[config.mk]
export PLATFORM = sky130hd
export DESIGN_NAME = id_ex_stage
export DESIGN_NICKNAME = d
export VERILOG_FILES = /design/src/rtl/id_ex_stage.sv
export SDC_FILE = /design/constraint.sdc
export NUM_CORES = 1
export LEC_CHECK = 0
export BUFFER_PORTS_ARGS = -buffer_cell sky130_fd_sc_hd__buf_2
export CAP_MARGIN = 10
export CORE_MARGIN = 4
export CORE_UTILIZATION = 44
export DETAILED_ROUTE_END_ITERATION = 8
export PLACE_DENSITY = 0.79
export RECOVER_POWER = 50
export SLEW_MARGIN = 30
export SYNTH_ARGS = -nofsm -noshare
export SYNTH_HDL_FRONTEND = slang
export SYNTH_SLANG_ARGS = --single-unit
export TNS_END_PERCENT = 1
[constraint.sdc]
create_clock -name clk -period 2.4 [get_ports clk]
set_input_delay 0.48 -clock clk [delete_from_list [all_inputs] [get_ports clk]]
set_output_delay 0.48 -clock clk [all_outputs]
set_load 0.01 [all_outputs]
[src/rtl/id_ex_stage.sv]
// ID/EX pipeline register: latches decoded operands and control, decodes the
// ALU control field, forwards EX/MEM and MEM/WB results onto the ALU operands
// and flags load-use hazards so the front end can hold for one cycle.
module id_ex_stage (
  input  logic        clk,
  input  logic        rst_n,
  input  logic        id_valid,
  input  logic [31:0] id_rs_data,
  input  logic [31:0] id_rt_data,
  input  logic [31:0] id_imm,
  input  logic [4:0]  id_shamt,
  input  logic [4:0]  id_rs,
  input  logic [4:0]  id_rt,
  input  logic [4:0]  id_rd,
  input  logic [5:0]  id_funct,
  input  logic [1:0]  id_alu_op,
  input  logic        id_reg_dst,
  input  logic        id_alu_src,
  input  logic        id_mem_read,
  input  logic        id_mem_write,
  input  logic        id_mem_to_reg,
  input  logic        id_reg_write,
  input  logic        flush,
  input  logic        exmem_reg_write,
  input  logic [4:0]  exmem_rd,
  input  logic [31:0] exmem_result,
  input  logic        memwb_reg_write,
  input  logic [4:0]  memwb_rd,
  input  logic [31:0] memwb_result,
  output logic [31:0] ex_a,
  output logic [31:0] ex_b,
  output logic [2:0]  ex_ctl,
  output logic [4:0]  ex_shamt,
  output logic [31:0] ex_store_data,
  output logic [4:0]  ex_wr_reg,
  output logic        ex_valid,
  output logic        ex_mem_read,
  output logic        ex_mem_write,
  output logic        ex_mem_to_reg,
  output logic        ex_reg_write,
  output logic        hazard_stall
);

  localparam logic [2:0] CTL_AND = 3'b000;
  localparam logic [2:0] CTL_OR  = 3'b001;
  localparam logic [2:0] CTL_ADD = 3'b010;
  localparam logic [2:0] CTL_SLL = 3'b011;
  localparam logic [2:0] CTL_SUB = 3'b110;
  localparam logic [2:0] CTL_SLT = 3'b111;

  logic        vld_p1;
  logic [31:0] rs_data_p1, rt_data_p1, imm_p1;
  logic [4:0]  shamt_p1, rs_p1, rt_p1, wr_reg_p1;
  logic [2:0]  ctl_p1;
  logic        alu_src_p1, mem_read_p1, mem_write_p1, mem_to_reg_p1, reg_write_p1;
  logic [31:0] fwd_rs, fwd_rt;

  // ALUOp/funct to 3-bit ALU control; unknown funct falls back to add.
  function automatic logic [2:0] alu_ctl(input logic [1:0] op, input logic [5:0] funct);
    logic [2:0] c;
    c = CTL_ADD;
    case (op)
      2'b00: c = CTL_ADD;
      2'b01: c = CTL_SUB;
      2'b11: c = CTL_OR;
      default: begin
        case (funct)
          6'b100000: c = CTL_ADD;
          6'b100010: c = CTL_SUB;
          6'b100100: c = CTL_AND;
          6'b100101: c = CTL_OR;
          6'b101010: c = CTL_SLT;
          6'b000000: c = CTL_SLL;
          default:   c = CTL_ADD;
        endcase
      end
    endcase
    return c;
  endfunction

  // Forwarding mux for one operand: EX/MEM beats MEM/WB, and $0 never forwards.
  function automatic logic [31:0] fwd_sel(
    input logic [4:0]  idx,
    input logic [31:0] latched,
    input logic        em_we,
    input logic [4:0]  em_rd,
    input logic [31:0] em_val,
    input logic        mw_we,
    input logic [4:0]  mw_rd,
    input logic [31:0] mw_val
  );
    if (em_we && em_rd != 5'd0 && em_rd == idx)      return em_val;
    else if (mw_we && mw_rd != 5'd0 && mw_rd == idx) return mw_val;
    else                                             return latched;
  endfunction

  // Load-use detection against the instruction currently sitting in ID.
  always_comb begin
    hazard_stall = vld_p1 & mem_read_p1 & (wr_reg_p1 != 5'd0) & id_valid &
                   ((wr_reg_p1 == id_rs) | (wr_reg_p1 == id_rt));
  end

  // ---- ID -> EX stage boundary ----
  // Capture the ID instruction, or insert a bubble on flush/stall.
  always_ff @(posedge clk or negedge rst_n) begin
    if (!rst_n) begin
      vld_p1        <= 1'b0;
      rs_data_p1    <= '0;
      rt_data_p1    <= '0;
      imm_p1        <= '0;
      shamt_p1      <= '0;
      rs_p1         <= '0;
      rt_p1         <= '0;
      wr_reg_p1     <= '0;
      ctl_p1        <= '0;
      alu_src_p1    <= 1'b0;
      mem_read_p1   <= 1'b0;
      mem_write_p1  <= 1'b0;
      mem_to_reg_p1 <= 1'b0;
      reg_write_p1  <= 1'b0;
    end else if (flush || hazard_stall) begin
      vld_p1        <= 1'b0;
      rs_data_p1    <= '0;
      rt_data_p1    <= '0;
      imm_p1        <= '0;
      shamt_p1      <= '0;
      rs_p1         <= '0;
      rt_p1         <= '0;
      wr_reg_p1     <= '0;
      ctl_p1        <= '0;
      alu_src_p1    <= 1'b0;
      mem_read_p1   <= 1'b0;
      mem_write_p1  <= 1'b0;
      mem_to_reg_p1 <= 1'b0;
      reg_write_p1  <= 1'b0;
    end else begin
      vld_p1        <= id_valid;
      rs_data_p1    <= id_rs_data;
      rt_data_p1    <= id_rt_data;
      imm_p1        <= id_imm;
      shamt_p1      <= id_shamt;
      rs_p1         <= id_rs;
      rt_p1         <= id_rt;
      wr_reg_p1     <= id_reg_dst ? id_rd : id_rt;
      ctl_p1        <= alu_ctl(id_alu_op, id_funct);
      alu_src_p1    <= id_valid & id_alu_src;
      mem_read_p1   <= id_valid & id_mem_read;
      mem_write_p1  <= id_valid & id_mem_write;
      mem_to_reg_p1 <= id_valid & id_mem_to_reg;
      reg_write_p1  <= id_valid & id_reg_write;
    end
  end

  // Same-cycle operand forwarding and ALU operand selection; sll shifts rt.
  always_comb begin
    fwd_rs = fwd_sel(rs_p1, rs_data_p1, exmem_reg_write, exmem_rd, exmem_result,
                     memwb_reg_write, memwb_rd, memwb_result);
    fwd_rt = fwd_sel(rt_p1, rt_data_p1, exmem_reg_write, exmem_rd, exmem_result,
                     memwb_reg_write, memwb_rd, memwb_result);
    ex_a          = (ctl_p1 == CTL_SLL) ? fwd_rt : fwd_rs;
    ex_b          = alu_src_p1 ? imm_p1 : fwd_rt;
    ex_store_data = fwd_rt;
  end

  assign ex_ctl        = ctl_p1;
  assign ex_shamt      = shamt_p1;
  assign ex_wr_reg     = wr_reg_p1;
  assign ex_valid      = vld_p1;
  assign ex_mem_read   = mem_read_p1;
  assign ex_mem_write  = mem_write_p1;
  assign ex_mem_to_reg = mem_to_reg_p1;
  assign ex_reg_write  = reg_write_p1;

endmodule
==> results.py <==
metrics = {
    "power": {
        "pwr-share-clk": 0.398,
        "internal_power_w": 0.00429,
        "ir_drop_mv": 0.487,
        "p_comb_frac": 0.223,
        "p_sw_frac": 0.289,
        "p_sw_w": 0.00175,
        "leakagePower_nw": 5.32,
        "power_density_nw_per_um2": 545,
        "power_frac_seq": 0.379,
    },
    "sta": {
        "worst_pin_slew_ns": 1.30,
        "fmax_mhz": 340,
        "slew_violations": 0,
        "period_share": 1.23,
        "fin_ws_ns": -0.542,
        "min_period_ns": 2.94,
        "setup_viol": 96,
        "relSlewSlack": 0.135,
        "hold_ws_ns": 0.180,
        "timing.final.hold_violations": 0,
        "rsz0062_at_grt": "true",
        "clock_skew_ns": 0.0110,
    },
    "grt": {
        "grt_overflow": 0,
        "grt_pass1_vias": 8191,
        "grt_max_degree": 70,
        "track_usage": 0.284,
        "grt_pass1_wl_mm": 43.7,
        "met2_usage": 0.491,
        "use_met3": 0.0738,
        "gr-usage-met1": 0.341,
        "top_usage_layer": "met2",
        "antenna_found_initial": 4,
    },
    "cts": {
        "htreeDepth": 4,
        "cts_max_path_buffers": 2,
        "tritoncts": "built",
        "root_buffer": "clkbuf_16",
        "clk_pin_slew_ns": 0.06,
        "numCtsBuffers": 17,
        "cts.sinks": 125,
        "worstSkewPairLatency_ns": 0.42,
    },
    "route": {
        "via_per_inst": 5.66,
        "drt-pass1-iter-count": 6,
        "dr_total_vias": 7735,
        "wire_per_inst_um": 20.3,
        "dr.first_iter.drc_count": 503,
        "ant_nets": 0,
        "wl_mm": 27.7,
        "drc": 0,
    },
    "placed_design": {
        "dp.final_hpwl_mm": 20.3,
        "place.gp.congestion": 0.858,
        "io_buffers": 324,
    },
    "finish": {
        "utilization": 0.666,
        "nNetsFinal": 1342,
        "ff_latch_area_sq_um": 3130,
        "drive_gt1_frac": 0.476,
        "top_regs": "imm_p1 x32, rs_data_p1 x32, rt_data_p1 x32",
        "area_growth_pct": 47.4,
        "multi_input_area_sq_um": 4630,
        "fillerInstances": 1298,
    },
    "synthesis": {
        "syn_avg_cell_area_sq_um": 9.55,
        "yosys.cell_count.top_type": "dfrtp_1",
        "ys_seq_area_frac": 0.416,
        "dominantRegCellSynth": "dfrtp_1",
        "async_reset_ff_frac": 1.00,
        "synth_seq_cells": 125,
        "netlist_top_cells_area": "dfrtp_1 (42%), and2_1 (9.4%), a221oi_4 (7.7%), nor2_1 (5.3%), o21ai_0 (4.3%)",
        "syn_nets": 997,
        "netlist_area_sq_um": 7520,
        "synth_cell_type_count": 47,
        "synth_common_cells": "dfrtp_1 (125), and2_1 (113), nor2_1 (106)",
        "yosysTopAreaCellShare": 0.416,
        "netlist_instances": 787,
        "synth-edff-count": 0,
        "synth_top_area_cell": "dfrtp_1",
        "ys_warn_count": 0,
    },
    "worst_setup_path": {
        "critPathMaxFanout": 18,
        "crit_chain": "nor2b_4, a2111oi_4, buf_4, nand4_1, buf_6, buf_12, a221oi_2, o22ai_1, buf_2",
        "endpoint_kind": "primary output",
        "cp_data_arrival_time_ns": 2.46,
        "critical_path_class": "register to primary output",
        "cp_slowest_cell": "dfrtp_1",
        "critPathLaunchType": "register",
        "path_buf_inv": 4,
        "crit_family": "compound AO/OA/AOI/OAI gates",
        "required_ns": 1.92,
        "cpPeakStageDelay_ns": 0.39,
    },
    "die": {
        "die_w_um": 139,
        "core_region_area_sq_um": 16600,
        "num_io_pins": 325,
        "fp.dieH_um": 139,
        "rows": 47,
        "dieArea_sq_um": 19200,
        "initial_core_util": 0.452,
    },
    "outcome": {
        "status": "finished, violations left",
        "violations": "negative setup slack",
    },
    "run": {
        "drv_cap": 0,
    },
    "worst_hold_path": {
        "timing.hold.worst.class": "input port to async pin",
    },
}
==> cell families after synthesis <==
logic type                share of synthesized area
DFF                                           0.416
and+or+nand+nor                               0.245
AOI/OAI and AO/OA                             0.250
xor gates and xnor gates                     0.0303
muxes                                       0.00666
buffers and inverters                        0.0519
==> routing by layer <==
metal  routed length, um  share of wire
met1               11000           0.40
met2               13800           0.50
met3                2080          0.075
met4                 792          0.029
met5                  48         0.0017
==> final timing paths <==
| check | start | cells after the start | end | slack (ns) |
|---|---|---|---|---|
| worst max register to register | ex_wr_reg[3] | 5 | rt_data_p1[3] | 0.46 |
| worst max-delay path | rs_p1[1] | 9 | ex_a[16] | -0.54 |
| worst min-delay path | rst_n | 1 | rt_data_p1[17] | 0.18 |
| worst min register to register | ex_mem_read | 4 | ex_wr_reg[2] | 0.89 |
| max in group asynchronous | rst_n | 2 | rt_data_p1[27] | 0.44 |
| min in group clk | id_imm[1] | 2 | imm_p1[1] | 0.26 |
==> worst register-to-register path: cells and delay by family (launching register included) <==
family,cells,cell delay (ns)
AND/OR/NAND/NOR,2,0.78
AO/OA/AOI/OAI,2,0.43
flip-flops,1,0.44
buffers and inverters,1,0.23
==> per-stage QoR <==
stage / cells / total power (W) / cell area (sq um) / TNS, ns / setup slack, ns
4_1_cts: 1364 / 0.00607 / 11100 / -38.34 / -0.514
2_1_floorplan: 787 / 0.00296 / 7790 / -4.71 / -0.0779
3_3_place_gp: 1330 / 0.00358 / 10200 / -35.80 / -0.469
6_report: 1366 / 0.00604 / 11100 / -38.46 / -0.542
3_5_place_dp: 1330 / 0.00360 / 10200 / -38.39 / -0.531
5_1_grt: 1365 / 0.00630 / 11100 / -47.21 / -0.646
==> final cells by class <==
| class | instances | area share |
|---|---|---|
| multi-input cells | 589 | 0.418 |
| inverters | 1 | 0.000339 |
| well taps | 220 | 0.0248 |
| clock inverters | 11 | 0.00869 |
| clock buffers | 20 | 0.0403 |
| diodes | 2 | 0.000452 |
| flip-flops and latches | 125 | 0.283 |
| repair buffers | 398 | 0.225 |
==> power groups by stage <==
stage	sequential, W	combinational, W	clock, W
floorplan	0.00231	0.000655	0
global placement	0.00231	0.00126	0
detailed placement	0.00231	0.00129	0
CTS	0.00229	0.00135	0.00244
global route	0.00230	0.00146	0.00254
finish	0.00229	0.00135	0.00240
==> layout by cell type, fill, tap and decap left out, types with 3 or more instances in the layout <==
cell type	netlist	routed
nor2_1	106	102
and2_1	113	112
a221oi_2	8	29
o22ai_1	32	24
mux2i_1	5	5
o31ai_2	0	30
buf_4	0	43
clkbuf_2	0	3
buf_6	2	8
o21ai_0	64	61
clkinvlp_4	0	5
clkbuf_16	0	17
clkbuf_1	46	11
clkinv_2	0	4
a221oi_4	22	33
dfrtp_1	125	123
nor2b_1	4	3
xor2_1	20	20
and3_1	36	35
buf_2	16	311
nand3_1	32	32
o21ai_1	0	3
xnor2_1	6	5
nor3_1	10	8
o22ai_2	0	8
nand2_1	34	34
buf_12	5	22
nand2b_1	4	4
==> what timing repair did <==
item / in CTS / in global routing
pin swaps: 75 / 31
cloned: 1 / 0
resized for setup: 62 / 8
hold buffers: 0 / 0
setup buffers: 2 / 0
setup endpoints to repair: 97 / 97
(Power assumes the default switching activity.)
